### config.mk
export PLATFORM = sky130hd
export DESIGN_NAME = lif_chain
export DESIGN_NICKNAME = d
export VERILOG_FILES = /design/src/rtl/lif_chain.sv
export SDC_FILE = /design/constraint.sdc
export NUM_CORES = 1
export LEC_CHECK = 0
export BUFFER_PORTS_ARGS = -buffer_cell sky130_fd_sc_hd__buf_2
export CAP_MARGIN = 20
export CORE_MARGIN = 4
export CORE_UTILIZATION = 64
export CTS_BUF_LIST = sky130_fd_sc_hd__clkbuf_4
export DETAILED_ROUTE_END_ITERATION = 8
export PLACE_DENSITY_LB_ADDON = 0.12
export REMOVE_ABC_BUFFERS = 1
export SLEW_MARGIN = 30
export SYNTH_ARGS = -nofsm -noshare
export SYNTH_HDL_FRONTEND = slang
export SYNTH_SLANG_ARGS = --single-unit
### constraint.sdc
create_clock -name clk -period 5.4 [get_ports clk]
set_input_delay 0.54 -clock clk [delete_from_list [all_inputs] [get_ports clk]]
set_output_delay 0.54 -clock clk [all_outputs]
set_load 0.01 [all_outputs]
### src/rtl/lif_chain.sv
// Cascade of N leaky integrate-and-fire neurons sharing one input current, with
// a run-time threshold, refractory hold-off and a saturating output spike counter.
module lif_chain #(
    parameter int          N           = 4,
    parameter int          W           = 8,
    parameter int          LEAK_SHIFT  = 1,
    parameter logic [W-1:0] SYN_W      = 8'd40,
    parameter int          REFRACT     = 2,
    parameter int          THRESH_INIT = 200
) (
    input  logic                 clk,
    input  logic                 rst,
    input  logic                 en,
    input  logic [W-1:0]         current,
    input  logic                 cfg_we,
    input  logic [W-1:0]         cfg_thresh,
    input  logic [$clog2(N)-1:0] sel,
    input  logic                 cnt_clr,
    output logic [N-1:0]         spike,
    output logic [W-1:0]         state_out,
    output logic [7:0]           spike_cnt
);

    localparam int SELW = $clog2(N);
    localparam int RW   = (REFRACT > 0) ? $clog2(REFRACT + 1) : 1;
    localparam logic [RW-1:0] REFR_LOAD = RW'(REFRACT);

    logic [W-1:0]   thresh_reg;
    logic [7:0]     cnt_reg;
    logic [N-1:0]   spike_reg;
    logic [N*W-1:0] state_flat;

    for (genvar gi = 0; gi < N; gi++) begin : g_neuron
        logic [W-1:0]  state_reg;
        logic [RW-1:0] refr_reg;
        logic          spike_bit_reg;
        logic [W-1:0]  in_k;
        logic [W-1:0]  leaked;
        logic [W:0]    sum_wide;
        logic [W-1:0]  sum;

        if (gi == 0) begin : g_head
            assign in_k = current;
        end else begin : g_tail
            // Predecessor's registered spike adds the synaptic weight one edge after it fires
            logic [W:0] in_wide;
            assign in_wide = {1'b0, current}
                           + (spike_reg[gi-1] ? {1'b0, SYN_W} : {(W+1){1'b0}});
            assign in_k = in_wide[W] ? {W{1'b1}} : in_wide[W-1:0];
        end

        assign leaked   = state_reg - (state_reg >> LEAK_SHIFT);
        assign sum_wide = {1'b0, leaked} + {1'b0, in_k};
        assign sum      = sum_wide[W] ? {W{1'b1}} : sum_wide[W-1:0];

        always_ff @(posedge clk or posedge rst) begin
            if (rst) begin
                state_reg     <= '0;
                refr_reg      <= '0;
                spike_bit_reg <= 1'b0;
            end else if (en) begin
                if (refr_reg != '0) begin
                    state_reg     <= '0;
                    refr_reg      <= refr_reg - RW'(1);
                    spike_bit_reg <= 1'b0;
                end else if (sum >= thresh_reg) begin
                    state_reg     <= '0;
                    refr_reg      <= REFR_LOAD;
                    spike_bit_reg <= 1'b1;
                end else begin
                    state_reg     <= sum;
                    spike_bit_reg <= 1'b0;
                end
            end
        end

        assign spike_reg[gi]            = spike_bit_reg;
        assign state_flat[gi*W +: W]    = state_reg;
    end

    // Threshold writes land regardless of en; compares on the same edge see the old value
    always_ff @(posedge clk or posedge rst) begin
        if (rst) begin
            thresh_reg <= W'(THRESH_INIT);
        end else if (cfg_we) begin
            thresh_reg <= cfg_thresh;
        end
    end

    always_ff @(posedge clk or posedge rst) begin
        if (rst) begin
            cnt_reg <= '0;
        end else if (cnt_clr) begin
            cnt_reg <= '0;
        end else if (spike_reg[N-1] && (cnt_reg != 8'hFF)) begin
            cnt_reg <= cnt_reg + 8'd1;
        end
    end

    always_comb begin
        state_out = '0;
        for (int i = 0; i < N; i++) begin
            if (sel == SELW'(i)) begin
                state_out = state_flat[i*W +: W];
            end
        end
    end

    assign spike     = spike_reg;
    assign spike_cnt = cnt_reg;

endmodule

# ---- Word-level counts from Yosys, hierarchy flattened
# Index checks and enable logic that the tools add are counted.
dict set report op_classes {
  n_addsub 16
  mul 0
  div_mod_pow 0
  magnitude_cmp 4
  n_eq_ne 4
  shift 0
  muxes 40
  bitwise 0
  n_reduce_logical 15
}
# operator count
set ops {}
lappend ops {{$mux 8} 21}
lappend ops {{$add 8x8->9} 4}
lappend ops {{$ge 8x8->1} 4}
lappend ops {{$sub 8x7->8} 4}
lappend ops {{$add 8x6->9} 3}
lappend ops {{$mux 6} 3}
lappend ops {{$reduce_bool 2->1} 9}
lappend ops {{$mux 2} 8}
lappend ops {{$add 8x1->8 const B} 1}
lappend ops {{$mux 1} 8}
lappend ops {{$ne 8x8->1 const B} 1}
lappend ops {{$reduce_and 2->1} 4}
lappend ops {{$sub 2x1->2 const B} 4}
lappend ops {{$eq 2x2->1 const B} 2}
lappend ops {{$eq 2x1->1 const B} 1}
lappend ops {{$logic_not 2->1} 1}
lappend ops {{$logic_and 1x1->1} 1}
dict set report word_totals {
  register_bits 60
  latchBits 0
  mem_bits_rw 0
  mem_bits_ro 0
  in_bits 23
  out_inout_bits 20
  word_cells 93
  memories 0
}

# ---- Logic depth before layout (Yosys ltp)
# Gate-level depths: netlist of run 1.
dict set report depth {
  ltp_word 8
  ltp_mapped 21
  mapped_depth_nobuf 20
}

# ---- Worst setup path after synthesis of run 1
# OpenSTA, ideal clock, no wires.
dict set report synth_path {
  kind {input-to-reg}
  startpoint {input current[5]}
  endpoint {register g_neuron[1].refr_reg[0]}
  arrival_ns 4.816
  path_slack_ns 0.459
  cell_stages 17
  n_path_buf 0
  cell_sequence {ha_1 a31oi_1 nor2_1 or2_2 ha_1 fa_1 a211oi_1 nor2_1 o41a_1 a2111oi_0 inv_1 ha_1 nand3_1 o211ai_1 a211oi_1 nand2b_1 mux2_2}
}
dict set report synth_via {
  elab_chain_cells 7
}
# item line
set synth_lines {}
lappend synth_lines {{from (decl)} 14} ;# input logic [W-1:0] current,
lappend synth_lines {{$add 8x6->9} 48} ;# + (spike_reg[gi-1] ? {1'b0, SYN_W} : {(W+1){1'b0}});
lappend synth_lines {{$mux 8} 49} ;# assign in_k = in_wide[W] ? {W{1'b1}} : in_wide[W-1:0];
lappend synth_lines {{$add 8x8->9} 53} ;# assign sum_wide = {1'b0, leaked} + {1'b0, in_k};
lappend synth_lines {{$mux 8} 54} ;# assign sum = sum_wide[W] ? {W{1'b1}} : sum_wide[W-1:0];
lappend synth_lines {{$ge 8x8->1} 66} ;# end else if (sum >= thresh_reg) begin
lappend synth_lines {{$reduce_bool 2->1 (no line)} n/a}
lappend synth_lines {{$reduce_and 2->1 (no line)} n/a}
lappend synth_lines {{to (signal assigned)} 64} ;# refr_reg <= refr_reg - RW'(1);
lappend synth_lines {{to (decl)} 35} ;# logic [RW-1:0] refr_reg;
# Every way passes these cells.
# A chain may end at the register's enable or synchronous reset.

# ---- Final worst setup path of run 1
dict set report layout_path {
  startpoint {register g_neuron[2].spike_bit_reg}
  endpoint {register g_neuron[3].state_reg[3]}
}
dict set report layout_via {
  elab_chain_cells 8
}
# item line
set layout_lines {}
lappend layout_lines {{from (decl)} 36} ;# logic spike_bit_reg;
lappend layout_lines {{from (signal assigned)} 60} ;# spike_bit_reg <= 1'b0;
lappend layout_lines {{from (signal assigned)} 65} ;# spike_bit_reg <= 1'b0;
lappend layout_lines {{from (signal assigned)} 69} ;# spike_bit_reg <= 1'b1;
lappend layout_lines {{$mux 6 (*)} 48}
lappend layout_lines {{$add 8x6->9 (*)} 48}
lappend layout_lines {{$mux 8 (*)} 49}
lappend layout_lines {{$add 8x8->9 (*)} 53}
lappend layout_lines {{$mux 8 (*)} 54}
lappend layout_lines {{$ge 8x8->1} 66}
lappend layout_lines {{$mux 8 (*)} 66}
lappend layout_lines {{$mux 8 (*)} 62} ;# if (refr_reg != '0) begin
lappend layout_lines {{to (signal assigned)} 71} ;# state_reg <= sum;
lappend layout_lines {{to (decl)} 34} ;# logic [W-1:0] state_reg;
# Mark *: on every way between the ends. The rest lies on a longest branch, timed or not.

==> run summary, run 1 <==
first-pass GRT wire length: 28330 um
xor and xnor area share after synthesis: 4.348%
Yosys cell types: 63
Async SR Flop Fraction: 100.0%
total number of vias: 6185
synthesis-to-finish area growth: 7.322%
Required @ worst endpoint: 5.72 ns
CTS tree: built
antenna violations before repair: 0
initial DRC count: 414
commonest non-fill, non-tap cells in the layout: ha_1, inv_1, nor2_1
status: complete, no violations
row count: 36
Syn Std Cell Area: 6648 um2
Placer Congestion: 0.9672
setup violators final: 0
unrepaired setup endpoints after global routing: false
PostCTS Resize Cnt: 0
gr usage total: 30.64%
H-tree depth: 3
n_diodes: 0
max_slew headroom: 47.30%
Reg2Reg Depth: 17
Compound-Gate Fraction of Synth Area: 22.45%
most common cell after layout, fill and taps aside: ha_1
crit start category: flop
Final Cycle Share: 93.65%
CTS Buffer Depth: 2
clock sink total: 60
DR pass1 iterations: 5
vias in the first global route: 5925
reg2reg start: g_neuron[2].spike_bit_reg$_DFFE_PP0P_
Root Driver: clkbuf_4
register area share after synthesis: 22.64%
final HPWL from detailed placement: 14090 um
CP Cell Sequence: ha_1, a31oi_1, nor2_1, or2_2, ha_1, fa_1, a21o_1, a221o_1, a31o_4, or4_4, ha_1, a21oi_1, o21ai_0, nor2_1, o21ai_0, buf_4, o22ai_1
DRC viols: 0
starting density of the core: 66.78%
Crit Path Category: flop to flop
flop2flop setup slack: 0.34 ns
die height: 109.9 um
Worst setup EP type: flop
layout cells sized above 1: 13.41%
DIE WIDTH: 109.9 um
hold buffer count at CTS: 0
synthesized-area fraction occupied by adder cells: 23.11%
total CTS buffers: 9
Hold Path Class: primary input to async pin
Placed Instances: 952
GRT overflow: 0
minimum clock period: 5.057 ns
main combinational cell family by area after synthesis: adder cells
Final TNS setup: 0 ns
largest net degree at the start of global routing: 61
multiplexer area fraction after synthesis: 4.950%
CP Data Arrival Time: 5.37 ns
core footprint: 9955 um2
CP Max Fanout: 7
nets@finish: 971
Main synth FF type: dfrtp_1
CP max-delay cell: or4_4
max reg flops: 32
clock slew at reported path FFs: 0.13 ns
final worst slack: 0.3429 ns
WL final: 17800 um
Reg2Reg Capture Point: g_neuron[3].state_reg[3]$_DFFE_PP0P_
post-route insts no fill: 968
CP peak stage delay: 0.53 ns
Skew-Pair Late Insertion Delay: 0.42 ns
Final Skew: 0.02860 ns
Final Hold Vio Count: 0
Yosys warning count: 0
vias per inst: 6.389
FF+latch count, synth: 60
worst slack, placed: 0.2606 ns
antenna-violating nets left: 0
max-cap check violation count: 0
IO buf count: 42
number of enable flip-flop cells after synthesis: 0
synthesized area per cell: 8.447 um2
metal2 WL: 8276 um
fmax: 197.7 MHz
Routed WL per cell: 18.39 um
Post-CTS Setup Bufs: 0
total die area: 12080 um2
Top Ports: 43
Slew @ Worst Pin: 0.7905 ns
M1 WL: 7362 um
wire length on met3: 1474 um
cells after synthesis: 787
Top Metal Used: met4
Post-Synth Simple-Gate Area: 16.56%
Slew Viols, Final: 0
most frequent CP cell: ha_1
critical path, delay by kind of cell, from the launching register on:
kind            cells  cell delay, ns
flops               1            0.49
simple gates        4            1.23
compound gates      8            1.74
fa+ha+maj           4            1.33
buf+inv             1            0.17
cell usage after synthesis (3+ instances only):
cell | n | area share [%]
a21o_1 | 17 | 1.9
a41oi_1 | 3 | 0.40
fa_1 | 8 | 2.4
dfrtp_1 | 57 | 21
nor3_1 | 9 | 0.68
a21boi_0 | 4 | 0.45
o31ai_1 | 4 | 0.45
o211ai_1 | 11 | 1.2
nand3_1 | 15 | 1.1
nand2_1 | 45 | 2.5
or2_2 | 16 | 1.5
a31oi_1 | 7 | 0.66
a211oi_1 | 15 | 1.7
clkbuf_1 | 13 | 0.73
o22ai_1 | 16 | 1.5
nor3b_1 | 4 | 0.45
o41ai_1 | 5 | 0.66
inv_1 | 83 | 4.7
mux2_2 | 7 | 1.2
or4_1 | 4 | 0.45
xnor2_1 | 27 | 3.6
o21bai_1 | 6 | 0.68
o21a_1 | 4 | 0.45
a21oi_1 | 41 | 3.1
xor2_1 | 6 | 0.79
ha_1 | 110 | 21
nand4_1 | 5 | 0.47
o21ai_0 | 65 | 4.9
dfstp_2 | 3 | 1.2
a32o_1 | 3 | 0.45
nor2_1 | 78 | 4.4
and2_1 | 4 | 0.38
mux4_2 | 8 | 2.7
and4_1 | 3 | 0.40
buf_4 | 4 | 0.45
a31o_2 | 9 | 1.2
nand2b_1 | 11 | 1.0
nor2b_1 | 18 | 1.7
mux2i_1 | 7 | 1.1
layer usage:
layer,track usage (%),up-vias
met4,12.47,0
met1,38.92,2923
met2,51.00,263
met3,6.048,54
met5,0,-
li1,-,2945
cell type report:
cell class | instances | area, um2
Fill cell | 848 | 2820
Clock inverter | 6 | 56.30
Multi-Input combinational cell | 626 | 4750
Sequential cell | 60 | 1505
Clock buffer | 10 | 75.07
Inverter | 83 | 311.5
Tap cell | 133 | 166.4
Timing Repair Buffer | 50 | 270.3
metrics by stage:
step | utilization (%) | instance area (um2) | hold WS [ns]
final | 71.67 | 7134 | 0.3296
after global routing | 71.67 | 7134 | 0.3249
after CTS | 71.66 | 7133 | 0.3217
after detailed placement | 70.34 | 7002 | 0.4943
after global placement | 70.34 | 7002 | 0.4872
after floorplan | - | 6565 | 0.4793
how the worst max path moves through the flow:
stage                                               start                                    to  slack [ns]  cells past startpoint
global route         g_neuron[2].state_reg[0]$_DFFE_PP0P_   g_neuron[2].refr_reg[0]$_DFFE_PP0P_        0.02                     20
CTS                  g_neuron[2].state_reg[0]$_DFFE_PP0P_   g_neuron[2].refr_reg[0]$_DFFE_PP0P_        0.40                     20
global placement                               current[5]   g_neuron[1].refr_reg[0]$_DFFE_PP0P_        0.37                     18
finish              g_neuron[2].spike_bit_reg$_DFFE_PP0P_  g_neuron[3].state_reg[3]$_DFFE_PP0P_        0.34                     17
floorplan                                      current[5]   g_neuron[1].refr_reg[0]$_DFFE_PP0P_        0.46                     17
detailed placement                             current[5]  g_neuron[3].state_reg[3]$_DFFE_PP0P_        0.26                     18
cells by family after synthesis:
group	after synthesis
flops	60
simple gates	224
compound gates	229
buf+inv	101
xor+xnor	33
fa+ha+maj	118
mux	22
Power of run 1 is not shown: default switching activity piles up to over one toggle a cycle in this logic, so the estimate is an artifact.
==> run 2, diff against run 1 <==
--- a/config.mk
+++ b/config.mk
@@ -5,6 +5,7 @@
 export SDC_FILE = /design/constraint.sdc
 export NUM_CORES = 1
 export LEC_CHECK = 0
+export ABC_AREA = 1
 export BUFFER_PORTS_ARGS = -buffer_cell sky130_fd_sc_hd__buf_2
 export CAP_MARGIN = 20
 export CORE_MARGIN = 4
==> run summary, run 2 <==
critical path's top delay family: simple AND/OR/NAND/NOR gates
nets@finish: 1222 (+26%)
Final Hold Vio Count: 0 (unchanged)
DIE WIDTH: 112.1 um (+2.0%)
Slew @ Worst Pin: 0.7794 ns (-0.01109 ns)
antenna violations before repair: 1 (+1)
CTS tree: built
Post-Synth Simple-Gate Area: 29.86% (+13 points)
DRC viols: 0 (unchanged)
DR pass1 iterations: 5 (unchanged)
Top Ports: 43 (unchanged)
number of enable flip-flop cells after synthesis: 0 (unchanged)
antenna-violating nets left: 0 (unchanged)
Post-CTS Setup Bufs: 0 (unchanged)
most common cell after layout, fill and taps aside: nand2_1
Routed WL per cell: 13.71 um (-25%)
Reg2Reg Capture Point: g_neuron[2].state_reg[5]$_DFFE_PP0P_
max reg flops: 32 (unchanged)
Compound-Gate Fraction of Synth Area: 10.29% (-12 points)
GRT overflow: 0 (unchanged)
Yosys top cell by area: dfrtp_1
synth cell count leaders: nand2_1, inv_1, ha_1
area occupied by multi-input gates: 4541 um2 (-4.4%)
largest net degree at the start of global routing: 61 (unchanged)
CP Data Arrival Time: 4.46 ns (-0.91 ns)
first-pass GRT wire length: 28760 um (+1.5%)
vias per inst: 5.364 (-16%)
Worst setup EP type: flop
vias in the first global route: 6213 (+4.9%)
Final Cycle Share: 75.27% (-18 points)
minimum clock period: 4.064 ns (-0.9927 ns)
filler instances: 953 (+12%)
PostCTS Resize Cnt: 0 (unchanged)
H-tree depth: 3 (unchanged)
Required @ worst endpoint: 5.79 ns (+0.07 ns)
max_slew headroom: 48.04% (+0.74 points)
Syn Std Cell Area: 6932 um2 (+4.3%)
starting density of the core: 66.55% (-0.23 points)
flop2flop setup slack: 1.34 ns (+0.99 ns)
worst path bufs/invs: 3 (+2)
cells after synthesis: 1037 (+32%)
CP max-delay cell: dfrtp_1
total CTS buffers: 9 (unchanged)
layout cells sized above 1: 9.300% (-4.1 points)
Reg2Reg Depth: 23 (+6)
synthesized area per cell: 6.684 um2 (-21%)
Synth area leaders: dfrtp_1, ha_1, nand2_1
Main synth FF type: dfrtp_1
clock slew at reported path FFs: 0.12 ns (about the same)
final HPWL from detailed placement: 13650 um (-3.1%)
Slew Viols, Final: 0 (unchanged)
Hold Path Class: primary input to async pin
clock sink total: 60 (unchanged)
FF+latch count, synth: 60 (unchanged)
total number of vias: 6560 (+6.1%)
unrepaired setup endpoints after global routing: false
Async SR Flop Fraction: 100.0% (unchanged)
CTS Buffer Depth: 2 (unchanged)
CP peak stage delay: 0.43 ns (-0.10 ns)
WL final: 16770 um (-5.8%)
Crit Path Category: flop to flop
synthesized-area fraction occupied by adder cells: 22.17% (-0.95 points)
CP Cell Sequence: ha_1, fa_1, nand3b_1, nand2_1, nand2_1, a21boi_0, nor2_1, nand2_1, nand2_1, ha_1, nand2_1, inv_1, a21oi_1, nand2_2, inv_2, nand3_1, ha_1, a21o_1, nor2_1, nand4_1, inv_1, nand2_1, nand2_1
top cell type's share of synthesized area: 20.58% (-0.88 points)
gr usage total: 28.09% (-2.6 points)
reg2reg start: g_neuron[2].state_reg[1]$_DFFE_PP0P_
total die area: 12560 um2 (+4.0%)
multiplexer area fraction after synthesis: 0.1625% (-4.8 points)
register area share after synthesis: 21.71% (-0.93 points)
fmax: 246.0 MHz (+24%)
crit start category: flop
Yosys cell types: 41 (-35%)
commonest non-fill, non-tap cells in the layout: nand2_1, inv_1, ha_1
initial DRC count: 487 (+18%)
Skew-Pair Late Insertion Delay: 0.44 ns (+0.02 ns)
die height: 112.1 um (+2.0%)
Placer Congestion: 0.8970 (-7.3%)
IO buf count: 42 (unchanged)
status: complete, no violations
hold buffer count at CTS: 0 (unchanged)
row count: 37 (+2.8%)
CP Max Fanout: 6 (-1)
xor and xnor area share after synthesis: 3.032% (-1.3 points)
Final Skew: 0.01209 ns (-0.01652 ns)
max-cap check violation count: 0 (unchanged)
setup violators final: 0 (unchanged)
main combinational cell family by area after synthesis: simple AND/OR/NAND/NOR gates
Sequential Area: 1505 um2 (unchanged)
Final TNS setup: 0 ns (unchanged)
core footprint: 10420 um2 (+4.6%)
Yosys warning count: 0 (unchanged)
synthesis-to-finish area growth: 6.589%
most frequent CP cell: nand2_1
Root Driver: clkbuf_4
most frequently used cell type in the post-synthesis netlist: nand2_1
[run 2: how the worst max path moves through the flow]
stage | start | slack, ns | cells past startpoint | endpoint
6_report | g_neuron[2].state_reg[1]$_DFFE_PP0P_ | 1.34 | 23 | g_neuron[2].state_reg[5]$_DFFE_PP0P_
2_1_floorplan | g_neuron[2].state_reg[1]$_DFFE_PP0P_ | 1.83 | 23 | g_neuron[2].state_reg[5]$_DFFE_PP0P_
5_1_grt | g_neuron[2].state_reg[1]$_DFFE_PP0P_ | 0.90 | 23 | g_neuron[2].state_reg[7]$_DFFE_PP0P_
3_3_place_gp | current[5] | 1.52 | 24 | g_neuron[2].state_reg[6]$_DFFE_PP0P_
4_1_cts | g_neuron[2].state_reg[1]$_DFFE_PP0P_ | 1.39 | 23 | g_neuron[2].state_reg[7]$_DFFE_PP0P_
3_5_place_dp | g_neuron[2].state_reg[1]$_DFFE_PP0P_ | 1.42 | 23 | g_neuron[2].state_reg[7]$_DFFE_PP0P_
[run 2: kinds of logic (layout without fill, tap and decap cells)]
| group | after synthesis | count (layout) |
|---|---|---|
| muxes | 1 | 1 |
| other | 0 | 1 |
| buffers and inverters | 231 | 280 |
| adders and majority gates | 118 | 118 |
| AOI/OAI and AO/OA | 127 | 127 |
| and+or+nand+nor | 476 | 476 |
| xor gates and xnor gates | 24 | 24 |
| DFF | 60 | 60 |
[run 2: final cells by class]
| cell class | instances | share of cell area (%) |
|---|---|---|
| inverter | 221 | 11.26 |
| clock inverter | 7 | 0.7113 |
| tap | 136 | 2.303 |
| sequential | 60 | 20.37 |
| clock buffer | 9 | 0.9145 |
| timing repair buffer | 43 | 2.947 |
| antenna | 1 | 0.03387 |
| multi-input combinational | 746 | 61.46 |
[run 2: tightest hold or removal path, cell delays in order]
cell and delay [ns]:
buf_2 0.10, inv_2 0.03, buf_4 0.59
[run 2: metrics by stage]
step	utilization, %	worst slack [ns]	cell area [um2]	hold slack (ns)	instances
2_1_floorplan	-	1.831	6878	0.4419	1027
3_3_place_gp	69.75	1.519	7266	0.4562	1206
3_5_place_dp	69.75	1.424	7266	0.4593	1206
4_1_cts	70.91	1.394	7386	0.2867	1222
5_1_grt	70.93	0.8993	7388	0.3074	1223
6_report	70.93	1.336	7388	0.2904	1223
[run 2: layer usage]
| layer | share of wire [%] | GRT usage, % | wire [um] |
|---|---|---|---|
| met2 | 43 | 45.24 | 7274 |
| met5 | 0 | 0 | 0 |
| met4 | 2.7 | 10.26 | 461 |
| met3 | 5.7 | 3.235 | 962 |
| met1 | 48 | 39.20 | 8068 |
Power of run 2 is left out for the same reason.
